--- src/rtl/game_collision_frame_detector.sv ---
// Per-frame sprite overlap accumulator: counts spaceship/bullet vs target pixel
// overlaps during a frame and publishes thresholded hit levels at each frame boundary.
module game_collision_frame_detector #(
  parameter int N_TARGETS   = 3,
  parameter int MIN_OVERLAP = 4,
  parameter int CNT_W       = 8
) (
  input  logic                         clk,
  input  logic                         rst,
  input  logic                         frame_start,
  input  logic                         display_on,
  input  logic                         clear,
  input  logic                         spaceship_rgb_en,
  input  logic                         bullet_rgb_en,
  input  logic [N_TARGETS-1:0]         target_rgb_en,
  output logic                         collision,
  output logic                         collision_bullet,
  output logic [N_TARGETS-1:0]         hit_mask,
  output logic [$clog2(N_TARGETS)-1:0] hit_target,
  output logic                         frame_done
);

  localparam int HT_W = $clog2(N_TARGETS);
  localparam logic [CNT_W-1:0] MIN_CNT = CNT_W'(MIN_OVERLAP);
  localparam logic [CNT_W-1:0] CNT_MAX = '1;

  typedef enum logic {ST_WAIT_FRAME, ST_ACCUM} state_t;

  state_t               state_reg;
  logic [CNT_W-1:0]     ship_cnt_reg [N_TARGETS];
  logic [CNT_W-1:0]     bul_cnt_reg  [N_TARGETS];
  logic                 collision_reg;
  logic                 collision_bullet_reg;
  logic [N_TARGETS-1:0] hit_mask_reg;
  logic [HT_W-1:0]      hit_target_reg;
  logic                 frame_done_reg;

  logic [N_TARGETS-1:0] ship_ovl;
  logic [N_TARGETS-1:0] bul_ovl;
  logic [N_TARGETS-1:0] ship_hit;
  logic [N_TARGETS-1:0] hit_mask_next;
  logic [HT_W-1:0]      hit_target_next;

  for (genvar gi = 0; gi < N_TARGETS; gi++) begin : g_tgt
    assign ship_ovl[gi]      = spaceship_rgb_en & target_rgb_en[gi];
    assign bul_ovl[gi]       = bullet_rgb_en & target_rgb_en[gi];
    assign ship_hit[gi]      = ship_cnt_reg[gi] >= MIN_CNT;
    assign hit_mask_next[gi] = bul_cnt_reg[gi] >= MIN_CNT;
  end

  // Scan from the top down so the lowest set index wins.
  always_comb begin
    hit_target_next = '0;
    for (int i = N_TARGETS - 1; i >= 0; i--) begin
      if (hit_mask_next[i]) hit_target_next = HT_W'(i);
    end
  end

  always_ff @(posedge clk) begin
    if (!rst) begin
      state_reg            <= ST_WAIT_FRAME;
      collision_reg        <= 1'b0;
      collision_bullet_reg <= 1'b0;
      hit_mask_reg         <= '0;
      hit_target_reg       <= '0;
      frame_done_reg       <= 1'b0;
      for (int i = 0; i < N_TARGETS; i++) begin
        ship_cnt_reg[i] <= '0;
        bul_cnt_reg[i]  <= '0;
      end
    end else begin
      frame_done_reg <= 1'b0;
      if (clear) begin
        state_reg            <= ST_WAIT_FRAME;
        collision_reg        <= 1'b0;
        collision_bullet_reg <= 1'b0;
        hit_mask_reg         <= '0;
        hit_target_reg       <= '0;
        for (int i = 0; i < N_TARGETS; i++) begin
          ship_cnt_reg[i] <= '0;
          bul_cnt_reg[i]  <= '0;
        end
      end else begin
        case (state_reg)
          ST_WAIT_FRAME: begin
            // Partial frame after reset/clear is discarded; just arm.
            if (frame_start) begin
              state_reg <= ST_ACCUM;
              for (int i = 0; i < N_TARGETS; i++) begin
                ship_cnt_reg[i] <= '0;
                bul_cnt_reg[i]  <= '0;
              end
            end
          end
          ST_ACCUM: begin
            if (frame_start) begin
              collision_reg        <= |ship_hit;
              collision_bullet_reg <= |hit_mask_next;
              hit_mask_reg         <= hit_mask_next;
              hit_target_reg       <= hit_target_next;
              frame_done_reg       <= 1'b1;
              for (int i = 0; i < N_TARGETS; i++) begin
                ship_cnt_reg[i] <= '0;
                bul_cnt_reg[i]  <= '0;
              end
            end else if (display_on) begin
              for (int i = 0; i < N_TARGETS; i++) begin
                if (ship_ovl[i] && ship_cnt_reg[i] != CNT_MAX)
                  ship_cnt_reg[i] <= ship_cnt_reg[i] + 1'b1;
                if (bul_ovl[i] && bul_cnt_reg[i] != CNT_MAX)
                  bul_cnt_reg[i] <= bul_cnt_reg[i] + 1'b1;
              end
            end
          end
          default: state_reg <= ST_WAIT_FRAME;
        endcase
      end
    end
  end

  assign collision        = collision_reg;
  assign collision_bullet = collision_bullet_reg;
  assign hit_mask         = hit_mask_reg;
  assign hit_target       = hit_target_reg;
  assign frame_done       = frame_done_reg;

endmodule

--- config.mk ---
export PLATFORM = sky130hd
export DESIGN_NAME = game_collision_frame_detector
export DESIGN_NICKNAME = d
export VERILOG_FILES = /design/src/rtl/game_collision_frame_detector.sv
export SDC_FILE = /design/constraint.sdc
export NUM_CORES = 1
export LEC_CHECK = 0
export BUFFER_PORTS_ARGS = -buffer_cell sky130_fd_sc_hd__buf_2
export CAP_MARGIN = 5
export CORE_MARGIN = 2
export CORE_UTILIZATION = 40
export CTS_CLUSTER_DIAMETER = 120
export CTS_CLUSTER_SIZE = 10
export DETAILED_ROUTE_END_ITERATION = 10
export GPL_ROUTABILITY_DRIVEN = 0
export SLEW_MARGIN = 20
export SYNTH_ARGS = -nofsm -noshare
export SYNTH_HDL_FRONTEND = slang
export SYNTH_SLANG_ARGS = --single-unit
--- constraint.sdc ---
create_clock -name clk -period 1.8 [get_ports clk]
set_input_delay 0.18 -clock clk [delete_from_list [all_inputs] [get_ports clk]]
set_output_delay 0.18 -clock clk [all_outputs]
set_load 0.02 [all_outputs]
==> summary.txt, run 1 <==
Outcome
  • Status: completed

Clocking
  • TritonCTS clock tree: built
  • Maximum root-to-sink buffer count: 2
  • Htree depth: 3
  • Later-pin clock latency in the skew report: roughly 0.34 ns
  • Clock sink count: 57
  • CTS Hold Bufs: 0
  • Clock transition at path regs: around 0.07 ns
  • Cts bufs inserted: 9
  • CTS root buf: clkbuf_8

Synth
  • Ys Warns: 0
  • Synth cell types: 43
  • Synth async-reset ratio: 0%
  • Synthesized Nets: 308
  • Most used DFF post-synth: edfxtp_1
  • Yosys top cell by area: edfxtp_1
  • Seq/Total Area, Yosys: between 50% and 60%
  • #FFs+latches synth: 57
  • Post-synth EDFFs: 48
  • Yosys top cell area share: between 40% and 50%
  • Top-count cell post-synth: edfxtp_1
  • Cell count after synthesis: between 200 and 300
  • Mapped Area: 3190 µm²
  • Mean Syn Cell Area: 11.2 µm²
  • Synth area leaders: edfxtp_1 45%, dfxtp_1 5.6%, xnor2_1 4.9%, xor2_1 4.9%, ha_1 4.7%
  • Synth top cells by count: 48 x edfxtp_1, 23 x nand3_1, 23 x nor2_1

STA
  • Fin. max-slew vios: 0
  • Setup TNS: 0 ns
  • Setup-failing EPs final: 0
  • Tightest Pin Transition: 0.476 ns
  • Tmin final: 1.74 ns
  • Final Hold Vio Count: 0
  • Unrepaired setup endpoints after global routing: true
  • Worst slew margin: between 60% and 70%
  • Max Fclk: between 500 and 600 MHz
  • Fin Clk Skew: roughly 0.013 ns
  • Fin crit share: 96.7%

Layout
  • Final non-filler cell total: 460
  • Final Cell Area: 4040 µm²
  • Fin util: ~52%
  • Ratio of cells with drive above 1 in the final layout: 35.2%
  • Fill count: around 690
  • Diodes inserted: 0
  • Area grow syn2layout: 26.7%
  • Final nets: 375

Floorplanning
  • Die height: roughly 93 µm
  • Row cnt: 32
  • Ports: 18
  • Initial core utilization: 41.3%
  • Core footprint: 7730 µm²
  • Die X: approximately 93 µm
  • Die area: about 8700 µm²

Detailed routing
  • Final antenna-violating net count: 0
  • DRT Pass-1 Iters: 5
  • Routed wire per std cell: approximately 15 µm
  • Vias per cell: 5.08
  • DRC violations left: 0
  • Routed Wire Length: 6720 µm
  • Total number of vias: 2339
  • Starting DRT DRC Count: about 130

Setup path
  • CP max FO: 6
  • Critical path capture point type: flip-flop
  • Reg2reg start: ship_cnt_reg[0][9]
  • Worst reg2reg path depth: 7
  • R2R setup slack: about 0.059 ns
  • Critical Path AT: just under 2 ns
  • Worst endpoint required time: between 2 and 2.5 ns
  • Worst setup SP type: flip-flop
  • Setup CP Type: reg2reg
  • Worst reg2reg endpoint: ship_cnt_reg[0][22]

Power
  • Power per cell area: roughly 760 nW/µm²
  • Worst IR Drop VDD: approximately 0.00041 V
  • Leak pwr: 1.50 nW

GRT
  • Total grt overflow: 0
  • Global-route wire length before repair: about 11000 µm
  • Gr usage total: between 15 and 20%
  • Largest net degree at the start of global routing: 25
  • Initial antenna violation count: 0
  • Vias in the first global route: between 2000 and 2500

Placement
  • Cell Area, Placed: 3640 µm²
  • Port bufs: 17
  • Post-DP HPWL: roughly 4600 µm
  • Dpl cells: 435

Worst hold path
  • Hold Path Origin: frame_start
  • Hold path endpoint: state_reg
  • HP Class: in2reg
  • Hold depth: 3

Job
  • Total of max-cap violations: 0
worst max path at each step:
| stage | start | end | slack [ns] | cells after the start |
|---|---|---|---|---|
| CTS | ship_cnt_reg[0][9] | ship_cnt_reg[0][1] | 0.03 | 6 |
| floorplan | ship_cnt_reg[0][8] | ship_cnt_reg[0][10] | 0.02 | 4 |
| global route | ship_cnt_reg[0][9] | ship_cnt_reg[0][14] | -0.007 | 7 |
| global placement | ship_cnt_reg[0][0] | ship_cnt_reg[0][9] | -0.13 | 5 |
| finish | ship_cnt_reg[0][9] | ship_cnt_reg[0][22] | 0.06 | 7 |
| detailed placement | ship_cnt_reg[0][1] | ship_cnt_reg[0][1] | -0.19 | 5 |
per-layer routing:
metal	GRT usage (%)	wire, µm
met5	0	0
met4	6.62	132
met3	5.00	258
met2	25.9	3160
met1	20.5	3170
cells by family (layout without fill, tap and decap cells):
| group | Yosys count | in the layout | synth area share [%] |
|---|---|---|---|
| AO/OA/AOI/OAI | 38 | 40 | 9.25 |
| flip-flops | 57 | 57 | 50.8 |
| buffers and inverters | 21 | 91 | 3.57 |
| adder cells (fa/ha/maj) | 12 | 12 | 4.70 |
| XOR/XNOR | 36 | 36 | 9.88 |
| AND/OR/NAND/NOR | 122 | 122 | 21.8 |
layout make-up:
type	instances	area, µm²	share of cell area (%)
clock buffer	13	190	4.70
clock inverter	3	43.8	1.08
inverter	13	48.8	1.21
multi-input combinational	210	1540	38.0
sequential	57	1620	40.1
tap	102	128	3.16
timing repair buffer	62	473	11.7
worst max-delay path: stages, from the launching register on:
cell and delay, ns:
edfxtp_1 0.41, ha_2 0.20, and3_4 0.15, a2111oi_4 0.30, buf_6 0.18, a31oi_4 0.05
clkbuf_16 0.20, a21oi_2 0.12
per-stage QoR:
stage / setup slack (ns) / hold slack [ns] / total power, W
after global routing: -0.00672 / 0.189 / 0.00319
after global placement: -0.127 / 0.445 / 0.00173
after floorplan: 0.0150 / 0.296 / 0.00163
after detailed placement: -0.187 / 0.456 / 0.00173
after CTS: 0.0339 / 0.161 / 0.00312
final: 0.0587 / 0.188 / 0.00309
report_power, final:
part	internal (W)	switching (W)	total, W
Combinational	0.0000909	0.000117	0.000208
Clock	0.000837	0.000542	0.00138
Sequential	0.00147	0.0000365	0.00150
what timing repair did:
item,CTS,global route
gates cloned,1,2
pin swaps,2,5
resized for setup,3,12
setup endpoints to repair,32,30
setup buffers,1,5
layout by cell type, fill, tap and decap left out, types with 2 or more instances in the layout:
cell type	instances
ha_1	11
or4_1	2
a21boi_0	3
and4_1	3
nand2_1	14
nor3b_2	2
nor4_1	6
nand2b_4	2
clkbuf_8	12
nor3_1	2
buf_12	2
nor2_4	2
buf_6	2
dfxtp_1	8
o211ai_1	2
a31o_2	2
nand3_1	23
nor2_1	23
a211oi_1	3
inv_1	13
buf_4	40
a31oi_4	2
and3_1	8
clkbuf_16	2
edfxtp_1	48
nor2_2	18
nor2b_1	2
xor2_1	18
a21oi_2	11
buf_2	17
xnor2_1	18
a21oi_1	11
nand4_1	6
No activity file was read; power rests on OpenSTA's default activity.
==> run 2: changes to the inputs <==
--- a/config.mk
+++ b/config.mk
@@ -8,11 +8,13 @@
 export BUFFER_PORTS_ARGS = -buffer_cell sky130_fd_sc_hd__buf_2
 export CAP_MARGIN = 5
 export CORE_MARGIN = 2
-export CORE_UTILIZATION = 40
+export CORE_UTILIZATION = 55
 export CTS_CLUSTER_DIAMETER = 120
 export CTS_CLUSTER_SIZE = 10
 export DETAILED_ROUTE_END_ITERATION = 10
 export GPL_ROUTABILITY_DRIVEN = 0
+export MAX_ROUTING_LAYER = met4
+export PLACE_DENSITY = 0.76
 export SLEW_MARGIN = 20
 export SYNTH_ARGS = -nofsm -noshare
 export SYNTH_HDL_FRONTEND = slang
==> run 2 against run 1 <==
  * Core utilization is 20 points higher
  * Highest routed layer unchanged
  * Die area is 26% lower
  * Non-clock buffer count is 4 higher
  * Global-route usage is 7.6 points higher
  * Register-to-register slack worse by 0.04 ns
  * Clock skew is 0.0042 ns lower
  * Sequential share of layout area is 0.24 points higher
  * Worst hold slack better by 0.0070 ns
  * Critical path type unchanged
  * Final area is 0.68% lower
  * Worst setup slack worse by 0.039 ns
==> summary.txt, run 2 (synthesized netlist as in run 1, its figures left out) <==
Layout
  • Most frequent cells in the layout: 48 x edfxtp_1, 45 x buf_4, 23 x nor2_1, 23 x nand3_1
  • Area occupied by multi-input gates: 1500 µm²
  • Fill count: about 400
  • Final non-filler cell total: around 430
  • Area grow syn2layout: 25.8%
  • Final Cell Area: 4020 µm²
  • Commonest non-fill, non-tap cell in the layout: edfxtp_1
  • Diodes inserted: 0
  • Ratio of cells with drive above 1 in the final layout: between 30% and 40%
  • Final nets: approximately 380
  • Sequential Area: 1620 µm²

STA
  • Final Hold Vio Count: 0
  • Fin. max-slew vios: 0
  • Hold Slack: a little under 0.2 ns
  • Tightest Pin Transition: ~0.47 ns
  • Setup-failing EPs final: 0
  • Fin crit share: 98.9%
  • Max Fclk: 562 MHz
  • Fin Clk Skew: around 0.009 ns
  • Tmin final: approximately 1.8 ns
  • Worst slew margin: between 60% and 70%

Detailed routing
  • Starting DRT DRC Count: 103
  • Routed Wire Length: 6920 µm
  • Routed wire per std cell: 16.0 µm
  • Vias per cell: ~5.5
  • Final antenna-violating net count: 0
  • Total number of vias: 2362
  • DRC violations left: 0
  • DRT Pass-1 Iters: 5

Setup path
  • Setup CP Type: reg2reg
  • Critical Path AT: between 1.5 and 2 ns
  • Worst endpoint required time: 1.98 ns
  • Critical path capture point type: flip-flop
  • CP max FO: 12
  • Worst setup SP type: flip-flop

Power
  • Leak pwr: ~1.5 nW
  • Total Power: about 0.0032 W
  • Power per cell area: 801 nW/µm²
  • Worst IR Drop VDD: about 0.00056 V

Floorplanning
  • Initial core utilization: ~58%
  • Row cnt: 27
  • Die area: about 6400 µm²
  • Core footprint: around 5500 µm²
  • Die height: between 80 and 90 µm
  • Die X: 80.2 µm
  • Ports: 18

GRT
  • Total grt overflow: 0
  • Vias in the first global route: 2431
  • Initial antenna violation count: 0
  • Global-route wire length before repair: 11200 µm
  • Gr usage total: 23.8%
  • Largest net degree at the start of global routing: 19

Clocking
  • Clock transition at path regs: 0.07 ns
  • Clock sink count: 57
  • TritonCTS clock tree: built
  • Maximum root-to-sink buffer count: 2
  • Later-pin clock latency in the skew report: between 0.3 and 0.4 ns
  • Cts bufs inserted: 9
  • CTS Hold Bufs: 0
  • CTS root buf: clkbuf_8
  • Htree depth: 3

Placement
  • Post-DP HPWL: 4620 µm
  • Port bufs: 17
  • Dpl cells: roughly 410
  • Cell Area, Placed: between 3000 and 4000 µm²

Worst hold path
  • HP Class: in2reg

Outcome
  • Status: completed

Job
  • Total of max-cap violations: 0
==> run 2: cell types whose count changed in the layout (fill, tap and decap cells not counted), moves of 3 or more <==
cell      previous run  this run
a21oi_1             11        18
a21oi_2             11         4
buf_4               40        45
a21boi_0             3         0
a21boi_1             0         3
==> run 2: stage by stage <==
step | util [%] | setup slack, ns | setup TNS [ns]
CTS | 70.7 | 0.00736 | 0
global route | 72.5 | -0.0444 | -0.430
global placement | 65.4 | -0.0491 | -0.188
detailed placement | 65.4 | -0.150 | -1.92
floorplan | - | 0.0150 | 0
finish | 72.5 | 0.0200 | 0
==> run 2: layout make-up <==
| type | count | share of cell area, % |
|---|---|---|
| Timing Repair Buffer | 66 | 12.3 |
| Sequential cell | 57 | 40.4 |
| Inverter | 13 | 1.21 |
| Clock inverter | 2 | 0.872 |
| Multi-Input combinational cell | 209 | 37.4 |
| Clock buffer | 14 | 5.64 |
| Tap cell | 72 | 2.24 |
==> run 2: power breakdown <==
group,total [W],internal (W),switching (W)
clock,0.00150,0.000966,0.000536
sequential,0.00150,0.00147,0.0000357
combinational,0.000215,0.0000954,0.000120
==> run 2: critical path, stage by stage, from the launching register on <==
cell	delay (ns)
edfxtp_1	0.40
ha_2	0.21
and3_4	0.16
a2111oi_4	0.27
buf_4	0.20
a31oi_4	0.05
buf_12	0.17
a21oi_1	0.17
==> run 2: final timing paths <==
check	startpoint	endpoint	slack, ns	cells after the start
worst max-delay path	ship_cnt_reg[0][9]	ship_cnt_reg[0][6]	0.02	7
worst min-delay path	frame_start	state_reg	0.20	3
worst max register to register	ship_cnt_reg[0][9]	ship_cnt_reg[0][6]	0.02	7
worst min register to register	hit_target[0]	hit_target[0]	0.47	2
==> run 2: layer usage <==
| layer | share of wire (%) | wire length (µm) | vias to the layer above | track usage (%) |
|---|---|---|---|---|
| li1 | - | - | 1168 | - |
| met1 | 44 | 3070 | 1132 | 28.4 |
| met2 | 51 | 3530 | 53 | 39.9 |
| met3 | 3.8 | 261 | 9 | 6.07 |
| met4 | 0.82 | 57 | 0 | 6.95 |
| met5 | 0 | 0 | - | - |
==> run 2: timing repair <==
action | CTS | global route
pin swaps | 2 | 3
buffers inserted | 1 | 8
gates resized for setup | 4 | 7
endpoints found under the setup margin | 32 | 42
gates cloned | 1 | 0
